===== config.mk =====
export PLATFORM = sky130hd
export DESIGN_NAME = uart_rx_16x
export DESIGN_NICKNAME = d
export VERILOG_FILES = /design/src/rtl/uart_pkg.sv /design/src/rtl/uart_baud_tick.sv /design/src/rtl/uart_rx_16x.sv
export SDC_FILE = /design/constraint.sdc
export NUM_CORES = 1
export LEC_CHECK = 0
export CORE_ASPECT_RATIO = 0.5
export CORE_MARGIN = 1
export CORE_UTILIZATION = 55
export DETAILED_ROUTE_END_ITERATION = 10
export PLACE_DENSITY = 0.76
export REMOVE_ABC_BUFFERS = 1
export SLEW_MARGIN = 20
export SYNTH_ARGS = -nofsm -noshare
export SYNTH_HDL_FRONTEND = slang
export SYNTH_SLANG_ARGS = --single-unit

===== constraint.sdc =====
create_clock -name clk -period 3.85 [get_ports clk]
set_clock_uncertainty 0.05 [all_clocks]
set_input_delay 1.155 -clock clk [delete_from_list [all_inputs] [get_ports clk]]
set_output_delay 1.155 -clock clk [all_outputs]
set_load 0.02 [all_outputs]

===== src/rtl/uart_pkg.sv =====
// Shared definitions for the 16x-oversampled UART receive path:
// FSM encoding, framing constants and the baud divider calculation.
package uart_pkg;

  typedef enum logic [2:0] {
    ST_IDLE   = 3'd0,
    ST_START  = 3'd1,
    ST_DATA   = 3'd2,
    ST_PARITY = 3'd3,
    ST_STOP   = 3'd4
  } rx_state_t;

  localparam int DATA_BITS  = 8;
  localparam int OVERSAMPLE = 16;
  localparam int SAMPLE_LO  = 7;
  localparam int SAMPLE_MID = 8;
  localparam int SAMPLE_HI  = 9;

  // Clocks per oversample tick, integer floor.
  function automatic int calc_div(input int clk_freq, input int baud_rate,
                                  input int oversample);
    return clk_freq / (baud_rate * oversample);
  endfunction

endpackage


===== src/rtl/uart_baud_tick.sv =====
// Oversample tick generator: one-clock tick every DIV clocks, restartable
// so the tick phase can be aligned to a detected start edge.
module uart_baud_tick #(
  parameter int DIV = 325
) (
  input  logic clk,
  input  logic reset,
  input  logic restart,
  output logic tick
);

  localparam int CW = (DIV > 1) ? $clog2(DIV) : 1;

  logic [CW-1:0] cnt;

  assign tick = (cnt == CW'(DIV - 1));

  always_ff @(posedge clk) begin
    if (reset || restart) cnt <= '0;
    else if (tick)        cnt <= '0;
    else                  cnt <= cnt + 1'b1;
  end

endmodule


===== src/rtl/uart_rx_16x.sv =====
// UART receiver, 8 data bits LSB-first, even parity, one stop bit, with
// 16x oversampling and 2-of-3 majority voting around mid-bit.
module uart_rx_16x #(
  parameter int CLK_FREQ   = 50_000_000,
  parameter int BAUD_RATE  = 9600,
  parameter int OVERSAMPLE = 16
) (
  input  logic       clk,
  input  logic       reset,
  input  logic       RXD,
  output logic [7:0] RX_Data,
  output logic       Valid_rx,
  output logic       Parity_error,
  output logic       Stop_error,
  output logic       busy
);
  import uart_pkg::*;

  localparam int DIV = calc_div(CLK_FREQ, BAUD_RATE, OVERSAMPLE);

  logic                 rxd_meta, rxd_sync;
  rx_state_t            state, state_next;
  logic                 armed;
  logic                 tick, start_det, commit, maj;
  logic                 s_lo, s_mid;
  logic [3:0]           tick_cnt;
  logic [2:0]           bit_idx;
  logic [DATA_BITS-1:0] shift;
  logic                 par_err;

  // Line idles high, so the synchronizer resets to 1 to avoid a fake start.
  always_ff @(posedge clk) begin
    if (reset) begin
      rxd_meta <= 1'b1;
      rxd_sync <= 1'b1;
    end else begin
      rxd_meta <= RXD;
      rxd_sync <= rxd_meta;
    end
  end

  uart_baud_tick #(.DIV(DIV)) u_tick (
    .clk     (clk),
    .reset   (reset),
    .restart (start_det),
    .tick    (tick)
  );

  assign commit = tick && (tick_cnt == 4'(SAMPLE_HI));
  assign maj    = (s_lo & s_mid) | (s_lo & rxd_sync) | (s_mid & rxd_sync);
  assign busy   = (state != ST_IDLE);

  always_ff @(posedge clk) begin
    if (reset) state <= ST_IDLE;
    else       state <= state_next;
  end

  always_comb begin
    state_next = state;
    start_det  = 1'b0;
    case (state)
      ST_IDLE: begin
        if (armed && !rxd_sync) begin
          state_next = ST_START;
          start_det  = 1'b1;
        end
      end
      ST_START: begin
        if (commit && maj)                   state_next = ST_IDLE;
        else if (tick && tick_cnt == 4'd15)  state_next = ST_DATA;
      end
      ST_DATA: begin
        if (commit && bit_idx == 3'(DATA_BITS - 1)) state_next = ST_PARITY;
      end
      ST_PARITY: begin
        if (commit) state_next = ST_STOP;
      end
      ST_STOP: begin
        if (commit) state_next = ST_IDLE;
      end
      default: state_next = ST_IDLE;
    endcase
  end

  always_ff @(posedge clk) begin
    if (reset) begin
      armed        <= 1'b0;
      tick_cnt     <= '0;
      bit_idx      <= '0;
      s_lo         <= 1'b1;
      s_mid        <= 1'b1;
      shift        <= '0;
      par_err      <= 1'b0;
      RX_Data      <= '0;
      Valid_rx     <= 1'b0;
      Parity_error <= 1'b0;
      Stop_error   <= 1'b0;
    end else begin
      Valid_rx <= 1'b0;

      // Re-arm only after a high level in IDLE, so a held-low break yields one frame.
      if (start_det)                       armed <= 1'b0;
      else if (state == ST_IDLE && rxd_sync) armed <= 1'b1;

      if (start_det)  tick_cnt <= '0;
      else if (tick)  tick_cnt <= tick_cnt + 4'd1;

      if (tick && tick_cnt == 4'(SAMPLE_LO))  s_lo  <= rxd_sync;
      if (tick && tick_cnt == 4'(SAMPLE_MID)) s_mid <= rxd_sync;

      if (start_det) bit_idx <= '0;

      if (commit) begin
        case (state)
          ST_DATA: begin
            shift   <= {maj, shift[DATA_BITS-1:1]};
            bit_idx <= bit_idx + 3'd1;
          end
          ST_PARITY: par_err <= (^shift) ^ maj;
          ST_STOP: begin
            RX_Data      <= shift;
            Parity_error <= par_err;
            Stop_error   <= !maj;
            Valid_rx     <= 1'b1;
          end
          default: ;
        endcase
      end
    end
  end

endmodule


==> results.cfg <==
[status]
status = complete, no violations

[synthesis]
synth_edf_count = 0
async_flop_share = 0
synth_most_common_cell = dfxtp_1
synth_top_area_frac = 0.440
synth_warnings = 0
syn_inst = 221
synth_cell_type_count = 41
yosysSeqAreaShare = 0.440
synth_compound_area_frac = 0.0681
synthMuxAreaShare = 0.0656
synth-adder-area-share = 0.0487
yosysTopAreaCell = dfxtp_1
synth_top_family_by_area = simple AND/OR/NAND/NOR gates
syn_avg_cell_area_um2 = 9.06
synth_common_cells = dfxtp_1, nor2_1, nand2_1
synthSimpleGateAreaFrac = 0.255
synth_xor_area_frac = 0.0787
synth_area_leaders = dfxtp_1, mux2i_1, nor2_1, ha_1, nand2_1
ys_ff_latch = 44
synthFlopType = dfxtp_1
netlist_area_um2 = 2000

[critical_path]
setup.worst_path.end_class = output pin
start_kind = register
cp_max_fo = 12
cpMaxStageDelayCell = clkdlybuf4s50_1
critPathTopFamily = buffers and inverters
path_cells = or3_1 > clkdlybuf4s50_1
worstPathArrival_ps = 1760
crit_type = register to output pin
cp.required_ps = 2640
crit_buf_inv = 1
worst_path_largest_cell_delay_ps = 570

[layout]
layout.nets = 241
finalNonFillerCells = 283
num_antenna_cells = 0
areaGrowthSynthToFinish_pct = 13.1
drive_above_1_share = 0.0733

[detailed_routing]
dr.first_iter.drc_count = 43
ant_nets = 0
routed_wirelength_mm = 3.45
avgRoutedWirePerCell_um = 12.2
viasPerCell = 5.22
drc_errors = 0
vias = 1476
first_pass_iters = 4

[placed_design]
io_buffers = 14
place_hpwl_mm = 2.29
dp.cells = 275
gp_congestion = 0.878

[floorplan]
coreArea_um2 = 3450
fp.dieW_um = 87.3
rows = 15
die_area_um2 = 3900
die_h_um = 44.7
io_pins = 15
start_util = 0.580

[hold_path]
min_path_type = register to register

[global_route]
grt_overflow = 0
grt.total_usage = 0.198
first_global_vias = 1298
grt_start_max_net_pins = 32
antenna_found_initial = 0
grt_pass1_wl_mm = 5.87

[power_and_ir_drop]
power_density_nw_per_um2 = 429
p_leak_nw = 0.820
combPwrFrac = 0.120
p_int_mw = 0.722
power.share.clock = 0.370
pwr-share-seq = 0.511
p_sw_frac = 0.257
power.net_switching_mw = 0.250
vdd_drop_max_mv = 0.265

[clock_network]
cts_sinks = 44
post-cts-setup-buffers = 0
clock_path_buffers = 2
htreeDepth = 2
numCtsBuffers = 5
clk_pin_slew_ps = 90
cts_root_buf = clkbuf_8
cts_resized = 0
ctsHoldBuffers = 0
cts_tree = done
clock_latency_ps = 300

[timing]
max_freq_mhz = 337
hold_viol = 0
tns_ps = 0
setup_viol = 0
rsz0062_at_grt = no
slew_headroom = 0.524
final_max_slew_viol_count = 0
finalCriticalPeriod_ps = 2970
fin_crit_sh = 0.770
tightest_slew_ps = 713

[job]
drv_cap = 0
final timing paths:
check | from | cells after the start | slack (ps) | end
setup / recovery | state[2]$_SDFFE_PP0P_ | 2 | 880 | busy
hold / removal | rxd_meta$_SDFF_PP1_ | 1 | 360 | rxd_sync$_SDFF_PP1_
setup reg to reg | u_tick.cnt[0]$_SDFF_PP0_ | 7 | 1660 | RX_Data[4]$_SDFFE_PP0P_
hold reg to reg | rxd_meta$_SDFF_PP1_ | 1 | 360 | rxd_sync$_SDFF_PP1_
final cells by class:
class	instances	area (um^2)
fill	302	1190
sequential	44	881
tap	51	63.8
clock buffer	5	68.8
inverter	6	22.5
timing repair buffer	15	148
clock inverter	3	47.5
multi-input combinational	159	1030
through the flow:
step                      hold slack, ps  utilization  setup WS, ps  instance area (um^2)  power [mW]
after floorplan                      339            -          1770                  1940       0.583
after global placement               346        0.622          1140                  2150       0.617
after detailed placement             351        0.622          1100                  2150       0.620
after CTS                            360        0.656           889                  2260       0.976
after global routing                 391        0.656           832                  2260        1.01
final                                355        0.656           885                  2260       0.972
layout by cell type, fill, tap and decap left out, drive strengths merged, types with 3 or more instances in the layout:
cell type,Yosys,final
dfxtp,44,44
nor2,32,32
nand2,24,24
clkdlybuf4s50,0,14
a21oi,14,14
mux2i,12,12
nand3,10,10
xor2,9,9
xnor2,9,9
ha,7,7
inv,6,6
clkbuf,6,5
nor3,4,4
and3,4,4
nand4,3,3
or2,3,3
or3b,3,3
registers in the layout, summed over array words and instances, names as in the netlist:
name and count:
Parity_error 1, RX_Data 8, Stop_error 1, Valid_rx 1, armed 1, bit_idx 3, par_err 1, rxd_meta 1
rxd_sync 1, s_lo 1, s_mid 1, shift 8, state 3, tick_cnt 4, u_tick.cnt 9
power by group through the flow:
stage | Combinational (mW) | Sequential (mW) | Clock, mW
after floorplan | 0.0832 | 0.500 | 0
after global placement | 0.111 | 0.506 | 0
after detailed placement | 0.114 | 0.506 | 0
after CTS | 0.115 | 0.496 | 0.366
after global routing | 0.128 | 0.501 | 0.385
final | 0.116 | 0.496 | 0.359
layer usage:
layer  GRT usage  wire length, um  vias to the layer above
li1            -                -                      757
met1       0.251             1740                      680
met2       0.325             1500                       32
met3      0.0634              162                        7
met4      0.0689               42                        0
met5           0                0                        -
kinds of logic after synthesis:
kind of cell | after synthesis
adder cells (fa/ha/maj) | 8
multiplexers | 13
AND/OR/NAND/NOR | 98
flip-flops | 44
buffers and inverters | 18
XOR/XNOR | 18
AO/OA/AOI/OAI | 22
(Power assumes the default switching activity.)
